$ cat src/rtl/adder_pkg.sv
// Shared types for the 64-bit adder issue stage: operand triple and sizing defaults.
package adder_pkg;
  localparam int ADDER_WIDTH = 64;
  localparam int FIFO_DEPTH  = 2;

  typedef struct packed {
    logic [ADDER_WIDTH-1:0] a;
    logic [ADDER_WIDTH-1:0] b;
    logic                   cin;
  } add_op_t;
endpackage

$ cat src/rtl/adder64_issue_stage_if.sv
// Operand, adder and result handshake bundle; master is the environment, slave the stage.
interface adder64_issue_stage_if import adder_pkg::*; #(
  parameter int WIDTH = ADDER_WIDTH
);
  logic             in_valid, in_ready, in_cin;
  logic [WIDTH-1:0] in_a, in_b;
  logic [WIDTH-1:0] add_a, add_b, add_sum;
  logic             add_cin, add_cout;
  logic             out_valid, out_ready, out_cout, out_ovf;
  logic [WIDTH-1:0] out_sum;

  modport master (
    output in_valid, in_a, in_b, in_cin, out_ready, add_sum, add_cout,
    input  in_ready, out_valid, out_sum, out_cout, out_ovf, add_a, add_b, add_cin
  );
  modport slave (
    input  in_valid, in_a, in_b, in_cin, out_ready, add_sum, add_cout,
    output in_ready, out_valid, out_sum, out_cout, out_ovf, add_a, add_b, add_cin
  );
endinterface

$ cat src/rtl/adder_op_fifo.sv
// Small synchronous FIFO of operand triples; head is visible combinationally on rdata.
module adder_op_fifo import adder_pkg::*; #(
  parameter  int DEPTH = FIFO_DEPTH,
  localparam int AW    = $clog2(DEPTH),
  localparam int CW    = AW + 1
) (
  input  logic          clk,
  input  logic          rst,
  input  logic          push,
  input  add_op_t       wdata,
  input  logic          pop,
  output add_op_t       rdata,
  output logic [CW-1:0] count,
  output logic          full,
  output logic          empty
);
  add_op_t       mem [DEPTH];
  logic [AW-1:0] wptr, rptr;

  // Storage is not reset; only pointers/occupancy define what is valid.
  always_ff @(posedge clk)
    if (push) mem[wptr] <= wdata;

  always_ff @(posedge clk) begin
    if (rst) begin
      wptr  <= '0;
      rptr  <= '0;
      count <= '0;
    end else begin
      if (push) wptr <= wptr + 1'b1;
      if (pop)  rptr <= rptr + 1'b1;
      count <= count + CW'(push) - CW'(pop);
    end
  end

  assign rdata = mem[rptr];
  assign full  = (count == CW'(DEPTH));
  assign empty = (count == '0);
endmodule

$ cat src/rtl/adder64_issue_stage.sv
// Flow-controlled wrapper around an external combinational adder: operand FIFO in, registered result out.
module adder64_issue_stage import adder_pkg::*; #(
  parameter  int WIDTH = ADDER_WIDTH,
  parameter  int DEPTH = FIFO_DEPTH,
  localparam int CW    = $clog2(DEPTH) + 1
) (
  input  logic          clk,
  input  logic          rst,
  adder64_issue_stage_if.slave bus,
  output logic [CW-1:0] count
);
  add_op_t          wop, head;
  logic             full, empty, push, fire, ovf;
  logic             out_valid_q, out_cout_q, out_ovf_q;
  logic [WIDTH-1:0] out_sum_q;

  assign wop  = '{a: bus.in_a, b: bus.in_b, cin: bus.in_cin};
  // in_ready depends only on registered occupancy, never on out_ready.
  assign push = bus.in_valid & ~full;
  assign fire = ~empty & (~out_valid_q | bus.out_ready);

  adder_op_fifo #(.DEPTH(DEPTH)) u_fifo (
    .clk   (clk),
    .rst   (rst),
    .push  (push),
    .wdata (wop),
    .pop   (fire),
    .rdata (head),
    .count (count),
    .full  (full),
    .empty (empty)
  );

  assign bus.in_ready = ~full;
  assign bus.add_a    = empty ? '0   : head.a;
  assign bus.add_b    = empty ? '0   : head.b;
  assign bus.add_cin  = empty ? 1'b0 : head.cin;

  // Carry into the MSB recovered from the sum bit; XOR with carry-out gives signed overflow.
  assign ovf = bus.add_cout ^ (bus.add_sum[WIDTH-1] ^ bus.add_a[WIDTH-1] ^ bus.add_b[WIDTH-1]);

  always_ff @(posedge clk) begin
    if (rst) begin
      out_valid_q <= 1'b0;
      out_sum_q   <= '0;
      out_cout_q  <= 1'b0;
      out_ovf_q   <= 1'b0;
    end else if (fire) begin
      out_valid_q <= 1'b1;
      out_sum_q   <= bus.add_sum;
      out_cout_q  <= bus.add_cout;
      out_ovf_q   <= ovf;
    end else if (bus.out_ready) begin
      out_valid_q <= 1'b0;
    end
  end

  assign bus.out_valid = out_valid_q;
  assign bus.out_sum   = out_sum_q;
  assign bus.out_cout  = out_cout_q;
  assign bus.out_ovf   = out_ovf_q;
endmodule
$ cat src/flat_wrapper.sv
// flat-port wrapper written by rule: the top's interface ports become plain ports
module adder64_issue_stage_flat import adder_pkg::*;
#(
  parameter  int WIDTH = ADDER_WIDTH,
  parameter  int DEPTH = FIFO_DEPTH,
  localparam int CW    = $clog2(DEPTH) + 1
)
  (clk, rst, count, bus_in_valid, bus_in_a, bus_in_b, bus_in_cin, bus_out_ready, bus_add_sum, bus_add_cout, bus_in_ready, bus_out_valid, bus_out_sum, bus_out_cout, bus_out_ovf, bus_add_a, bus_add_b, bus_add_cin);
  adder64_issue_stage_if #(.WIDTH(WIDTH)) bus_i ();
  input  logic clk;
  input  logic rst;
  output logic [CW-1:0] count;
  input wire logic [$bits(bus_i.in_valid)-1:0] bus_in_valid;
  input wire logic [$bits(bus_i.in_a)-1:0] bus_in_a;
  input wire logic [$bits(bus_i.in_b)-1:0] bus_in_b;
  input wire logic [$bits(bus_i.in_cin)-1:0] bus_in_cin;
  input wire logic [$bits(bus_i.out_ready)-1:0] bus_out_ready;
  input wire logic [$bits(bus_i.add_sum)-1:0] bus_add_sum;
  input wire logic [$bits(bus_i.add_cout)-1:0] bus_add_cout;
  output wire logic [$bits(bus_i.in_ready)-1:0] bus_in_ready;
  output wire logic [$bits(bus_i.out_valid)-1:0] bus_out_valid;
  output wire logic [$bits(bus_i.out_sum)-1:0] bus_out_sum;
  output wire logic [$bits(bus_i.out_cout)-1:0] bus_out_cout;
  output wire logic [$bits(bus_i.out_ovf)-1:0] bus_out_ovf;
  output wire logic [$bits(bus_i.add_a)-1:0] bus_add_a;
  output wire logic [$bits(bus_i.add_b)-1:0] bus_add_b;
  output wire logic [$bits(bus_i.add_cin)-1:0] bus_add_cin;
  assign bus_i.in_valid = bus_in_valid;
  assign bus_i.in_a = bus_in_a;
  assign bus_i.in_b = bus_in_b;
  assign bus_i.in_cin = bus_in_cin;
  assign bus_i.out_ready = bus_out_ready;
  assign bus_i.add_sum = bus_add_sum;
  assign bus_i.add_cout = bus_add_cout;
  assign bus_in_ready = bus_i.in_ready;
  assign bus_out_valid = bus_i.out_valid;
  assign bus_out_sum = bus_i.out_sum;
  assign bus_out_cout = bus_i.out_cout;
  assign bus_out_ovf = bus_i.out_ovf;
  assign bus_add_a = bus_i.add_a;
  assign bus_add_b = bus_i.add_b;
  assign bus_add_cin = bus_i.add_cin;
  adder64_issue_stage #(.WIDTH(WIDTH), .DEPTH(DEPTH)) u_core (.clk(clk), .rst(rst), .bus(bus_i), .count(count));
endmodule
$ cat config.mk
export PLATFORM = sky130hd
export DESIGN_NAME = adder64_issue_stage_flat
export DESIGN_NICKNAME = d
export VERILOG_FILES = /design/src/rtl/adder_pkg.sv /design/src/rtl/adder64_issue_stage_if.sv /design/src/rtl/adder_op_fifo.sv /design/src/rtl/adder64_issue_stage.sv /design/src/flat_wrapper.sv
export SDC_FILE = /design/constraint.sdc
export NUM_CORES = 1
export LEC_CHECK = 0
export CAP_MARGIN = 20
export CORE_MARGIN = 4
export CORE_UTILIZATION = 47
export DETAILED_ROUTE_END_ITERATION = 10
export PLACE_DENSITY = 0.8
export SYNTH_ARGS = -nofsm -noshare
export SYNTH_HDL_FRONTEND = slang
export SYNTH_HIERARCHICAL = 1
export SYNTH_SLANG_ARGS = --single-unit
$ cat constraint.sdc
create_clock -name clk -period 9.3 [get_ports clk]
set_input_delay 1.395 -clock clk [delete_from_list [all_inputs] [get_ports clk]]
set_output_delay 1.395 -clock clk [all_outputs]
set_load 0.01 [all_outputs]
==> results.toml, run 1 <==
[cells_and_area]
nNetsFinal = 1455
final_common_cell = "clkdlybuf4s50_1"
final_cell_mix = "395 x clkdlybuf4s50_1, 258 x edfxtp_1, 129 x mux2_2"
register_area_sq_um = 9190
fillCellCount = 1910
area_delta_synth_final_pct = 40.2
fin_util_pct = 67.4
design_area_sq_um = 18300
drive_gt1_share_pct = 15.3
multiInputGateArea_sq_um = 3450

[global_routing]
grt_pass1_wl_um = 49000
grt_use_total_pct = 20.4
grt_overflow = 0
grt_pass1_vias = 8591
antenna_found_initial = 0
grt_max_degree = 103

[yosys]
seq_area_frac_synth_pct = 70.5
synth_cells = 875
async_flop_share_pct = 0
ys_top_cells_by_area = "edfxtp_1 59%, mux2_2 11%, dfxtp_1 11%"
synth-edff-count = 258
synth_simple_gate_area_share_pct = 9.30
synth_top_family_by_area = "multiplexers"
synth_mux_area_share_pct = 11.1
syn_area_sq_um = 13000
synth_xor_area_share_pct = 0.509
synth_top_area_share_pct = 59.5
synth_fa_ha_area_share_pct = 0.192
synth_compound_area_share_pct = 5.13
synth_largest_area_cell = "edfxtp_1"
synthFlopType = "edfxtp_1"
synth_nets = 1075
syn_area_per_cell_sq_um = 14.9
ys_types = 24
synth_warnings = 6
ys_ff_latch = 330

[power]
peakVddDrop_mv = 0.185
power_density_nw_per_um2 = 283
clkPwrFrac_pct = 25.5
power.share.sequential_pct = 38.2
p_total_mw = 5.16
swShare_pct = 29.6
comb_power_share_pct = 36.3
p_int_mw = 3.63
leakage_nw = 6.15
switchingPower_mw = 1.53

[sta]
fin_ws_ns = 4.46
hold_viol_final = 0
worst_clock_skew_ns = 0.0192
fin_setup_tns_ns = 0
slew_viol_final = 0
rsz0062_at_grt = "false"
setup_viol_count_final = 0
worst-slew-pin-transition_ns = 1.03
post-route-period-util_pct = 52.0
maxSlewHeadroom_pct = 31.6
clock.fmax_mhz = 207
post-route-min-period_ns = 4.84

[drt]
via_per_inst = 5.07
wl_per_cell_um = 19.6
ant_nets = 0
drt_iter0_drc = 623
dr_total_vias = 8381
drc = 0
firstDrtPassIters = 5
routed_wl_um = 32500

[clock_network]
cts_buffer_depth = 3
tritoncts = "built"
cts_made_buffers = 36
cts.reportedPaths.clkPinSlew_ns = 0.06
clock_latency_ns = 0.51
hold_buffers = 0
ctsResizeCount = 0
clock-sinks = 330
cts.htree.levels = 2
root_buffer = "clkbuf_16"
cts_setup_buffers = 0

[floorplanning]
die_y_um = 175
dieArea_sq_um = 30500
core.rowCount = 60
die_x_um = 175
initial_core_util_pct = 48.1
core_area_sq_um = 27100
io_pins = 397

[worst_setup_path]
cp_max_fo = 72
required_ns = 7.91
cp_slowest_cell = "dfxtp_4"
path_cells = "buf_4 > mux2_2 > nor2b_1 > clkdlybuf4s50_1"
end_kind = "output pin"
crit_type = "flip-flop to output pin"
cp.arrival_ns = 3.44
slowest_delay_ns = 0.86
critPathLaunchType = "flip-flop"

[place]
placedInstanceArea_sq_um = 17100
place.port_buffers = 396
gp_congestion = 0.808
pre_cts_ws_ns = 4.93
hpwl_um = 21600

[hold_path]
hp-class = "flip-flop to flip-flop"

[flow_run]
cap_violations = 0

[run_status]
status = "complete, no violations"
-- sequential cells by signal (all words and copies together), names as in the netlist, named ones only --
register / cells
u_core/u_fifo/wptr: 1
u_core/u_fifo/count: 2
u_core/bus.out_ovf: 1
u_core/u_fifo/mem: 258
u_core/bus.out_cout: 1
u_core/bus.out_sum: 64
u_core/bus.out_valid: 1
u_core/u_fifo/rptr: 1
-- path summary, 6_finish.rpt --
| check | to | cells after the start | slack [ns] | from |
|---|---|---|---|---|
| worst max register to register | u_core/u_fifo/mem[1][91]$_DFFE_PP_ | 4 | 6.42 | u_core/u_fifo/count[1]$_SDFF_PP0_ |
| worst min register to register | u_core/bus.out_sum[52]$_SDFFE_PP0P_ | 2 | 0.47 | u_core/bus.out_sum[52]$_SDFFE_PP0P_ |
| worst max-delay path | bus_add_a[57] | 4 | 4.46 | flip-flop |
| worst min-delay path | u_core/bus.out_sum[52]$_SDFFE_PP0P_ | 2 | 0.47 | u_core/bus.out_sum[52]$_SDFFE_PP0P_ |
-- critical path: cells and delay by family (launching register included) --
family                 cells  cell delay, ns
flip-flops                 1            0.86
AND/OR/NAND/NOR            1            0.24
buffers and inverters      2            1.43
multiplexers               1            0.30
-- logic make-up after synthesis --
family,after synthesis
fa+ha+maj,2
xor+xnor,6
flops,330
buf+inv,68
mux,129
compound gates,133
simple gates,207
-- cell usage after synthesis (2+ instances only) --
cell / count
edfxtp_1: 258
nor2_1: 7
and2b_1: 9
xnor2_1: 5
clkbuf_1: 24
a21oi_1: 67
ha_1: 2
buf_6: 15
o21ai_1: 10
nor2b_1: 123
dfxtp_1: 72
inv_1: 3
buf_2: 16
buf_4: 8
nand3_1: 65
o21ai_0: 55
mux2_2: 129
-- per-stage QoR --
stage / instances / hold slack [ns]
finish: 1654 / 0.474
global route: 1653 / 0.488
CTS: 1652 / 0.473
detailed placement: 1588 / 0.465
global placement: 1588 / 0.460
floorplan: 875 / 0.481
-- cell type report --
type / count / area share (%)
multi-input cells: 477 / 18.9
clock inverters: 13 / 0.541
repair buffers: 406 / 22.2
clock buffers: 51 / 5.46
flip-flops and latches: 330 / 50.3
well taps: 372 / 2.55
diodes: 1 / 0.0137
inverters: 4 / 0.0822
-- metal layers --
layer	share of wire (%)	vias up	routed length, um	track usage (%)
li1	-	3968	-	-
met1	39	4021	12800	25.3
met2	50	344	16300	35.0
met3	8.2	48	2670	6.15
met4	2.0	0	654	5.30
met5	0	-	0	0
-- power by group through the flow --
stage / registers (mW) / clock network (mW) / logic (mW)
floorplan: 2.00 / 0 / 1.04
global placement: 1.99 / 0 / 1.86
detailed placement: 2.00 / 0 / 1.87
CTS: 1.97 / 1.35 / 1.89
global route: 2.00 / 1.42 / 2.01
finish: 1.97 / 1.32 / 1.88
(Power assumes the default switching activity.)
==> run 2, diff against run 1 <==
- CORE_UTILIZATION: 47 -> 42
- PLACE_DENSITY: 0.8 -> 0.76
- clock period: 9.3 -> 3.94 ns (I/O delays scaled with it)
==> run 2 against run 1 <==
  * Final cell count grew 1.9%
  * Utilization shrank 7.2 points
  * Worst setup slack got worse by 3.8 ns
  * Clock power up 140%
  * Sequential power grew 130%
  * Combinational power up 140%
  * Critical path type unchanged
  * Non-clock buffer count is 2 higher
  * Critical endpoint is now bus_add_a[63]
  * First-iteration DRC count is 40% lower
  * Wire length fell by 0.94%
  * Via count grew 0.56%
  * Critical path depth unchanged
  * Clock skew shrank 0.0054 ns
==> results.toml, run 2 (synthesis results as in run 1) <==
[cells_and_area]
register_area_sq_um = 9190
multiInputGateArea_sq_um = 3450
largest_reg_flops = 258
nNetsFinal = 1458
area_delta_synth_final_pct = 41.5
fillCellCount = 2399
regMostFlops = "u_core/u_fifo/mem"
drive_gt1_share_pct = 15.3
fin_util_pct = 60.3
final_cell_mix = "395 x clkdlybuf4s50_1, 258 x edfxtp_1, 129 x mux2_2"
final_common_cell = "clkdlybuf4s50_1"

[sta]
rsz0062_at_grt = "false"
post-route-period-util_pct = 83.4
clock.fmax_mhz = 304
maxSlewHeadroom_pct = 52.6
setup_viol_count_final = 0
hold_viol_final = 0
worst-slew-pin-transition_ns = 0.712
post-route-min-period_ns = 3.29
worst_clock_skew_ns = 0.0138
slew_viol_final = 0
fin_setup_tns_ns = 0

[floorplanning]
io_pins = 397
core.rowCount = 64
core_area_sq_um = 30600
dieArea_sq_um = 33900
initial_core_util_pct = 42.6
die_x_um = 184
die_y_um = 184

[drt]
drt_iter0_drc = 375
routed_wl_um = 32200
dr_total_vias = 8428
ant_nets = 0
via_per_inst = 5.00
firstDrtPassIters = 5
drc = 0
wl_per_cell_um = 19.1

[worst_setup_path]
critPathLaunchType = "flip-flop"
required_ns = 3.35
crit_family = "buffers and inverters"
path_buf_inv = 2
cp_max_fo = 54
end_kind = "output pin"
slowest_delay_ns = 0.68
cp_slowest_cell = "dfxtp_4"
crit_type = "flip-flop to output pin"
path_cells = "buf_12 > mux2_2 > nor2b_1 > clkdlybuf4s50_1"
cp.arrival_ns = 2.70

[clock_network]
cts_made_buffers = 37
ctsResizeCount = 0
clock_latency_ns = 0.51
cts.htree.levels = 2
cts_setup_buffers = 0
cts.reportedPaths.clkPinSlew_ns = 0.06
cts_buffer_depth = 3
hold_buffers = 0
root_buffer = "clkbuf_16"
clock-sinks = 330
tritoncts = "built"

[global_routing]
gr-max-usage-layer = "met2"
grt_max_degree = 126
grt_use_total_pct = 18.1
grt_overflow = 0
grt_util_met1_pct = 22.4
use_met2_pct = 30.7
grt_pass1_wl_um = 48700
grtUsageMet3_pct = 5.80
antenna_found_initial = 5
grt_pass1_vias = 8803

[power]
power_density_nw_per_um2 = 670
leakage_nw = 6.20
peakVddDrop_mv = 0.418

[hold_path]
hp-class = "flip-flop to flip-flop"
worstHoldStart = "u_core/bus.out_sum[49]$_SDFFE_PP0P_"

[run_status]
status = "complete, no violations"

[place]
place.port_buffers = 396
hpwl_um = 20900
gp_congestion = 0.768

[flow_run]
cap_violations = 0
run 2: cell count changes in the layout (fill, tap and decap cells not counted):
cell,previous run,this run
clkinv_2,5,4
clkinv_1,3,5
buf_16,1,0
clkinvlp_4,2,0
clkbuf_16,37,39
clkbuf_8,2,1
clkinv_4,0,2
clkbuf_1,12,15
inv_6,2,1
buf_12,0,7
buf_4,9,5
diode_2,1,3
run 2: where the power goes:
part	internal, mW	switching [mW]	total [mW]	leakage, nW
clock	1.91	1.30	3.21	0.556
combinational	2.40	2.14	4.54	2.65
sequential	4.37	0.237	4.61	3.00
run 2: path summary, 6_finish.rpt:
| kind | end | slack (ns) | depth (start not counted) |
|---|---|---|---|
| setup reg to reg | u_core/bus.out_ovf$_SDFFE_PP0P_ | 1.72 | 5 |
| hold / removal | u_core/bus.out_sum[49]$_SDFFE_PP0P_ | 0.47 | 2 |
| setup / recovery | bus_add_a[63] | 0.65 | 4 |
| hold reg to reg | u_core/bus.out_sum[49]$_SDFFE_PP0P_ | 0.47 | 2 |
run 2: layer usage:
metal / share of wire (%) / up-vias / wire length, um
met5: 0.065 / - / 21
met4: 2.5 / 4 / 791
met3: 8.6 / 57 / 2760
met2: 50 / 332 / 16100
met1: 39 / 4056 / 12500
li1: - / 3979 / -
run 2: worst min-delay path: cells and delay by family, from the launching register on:
family | cells | cell delay [ns]
flops | 1 | 0.30
compound gates | 2 | 0.12
run 2: through the flow:
stage               area [sq um]  hold WS, ns  std cells  setup slack (ns)  total power, mW
floorplan                  13000        0.481        875             0.721             7.13
global placement           17300        0.460       1614              1.19             9.17
detailed placement         17300        0.466       1614              1.18             9.24
CTS                        18400        0.473       1682             0.639             12.5
global route               18400        0.498       1686             0.561             13.0
finish                     18400        0.473       1686             0.653             12.4
run 2: area by class of cell:
| class | instances | area share [%] |
|---|---|---|
| Clock inverter | 13 | 0.516 |
| Tap cell | 396 | 2.69 |
| Multi-Input combinational cell | 477 | 18.7 |
| Antenna cell | 3 | 0.0407 |
| Inverter | 4 | 0.0814 |
| Clock buffer | 55 | 5.67 |
| Sequential cell | 330 | 49.9 |
| Timing Repair Buffer | 408 | 22.4 |
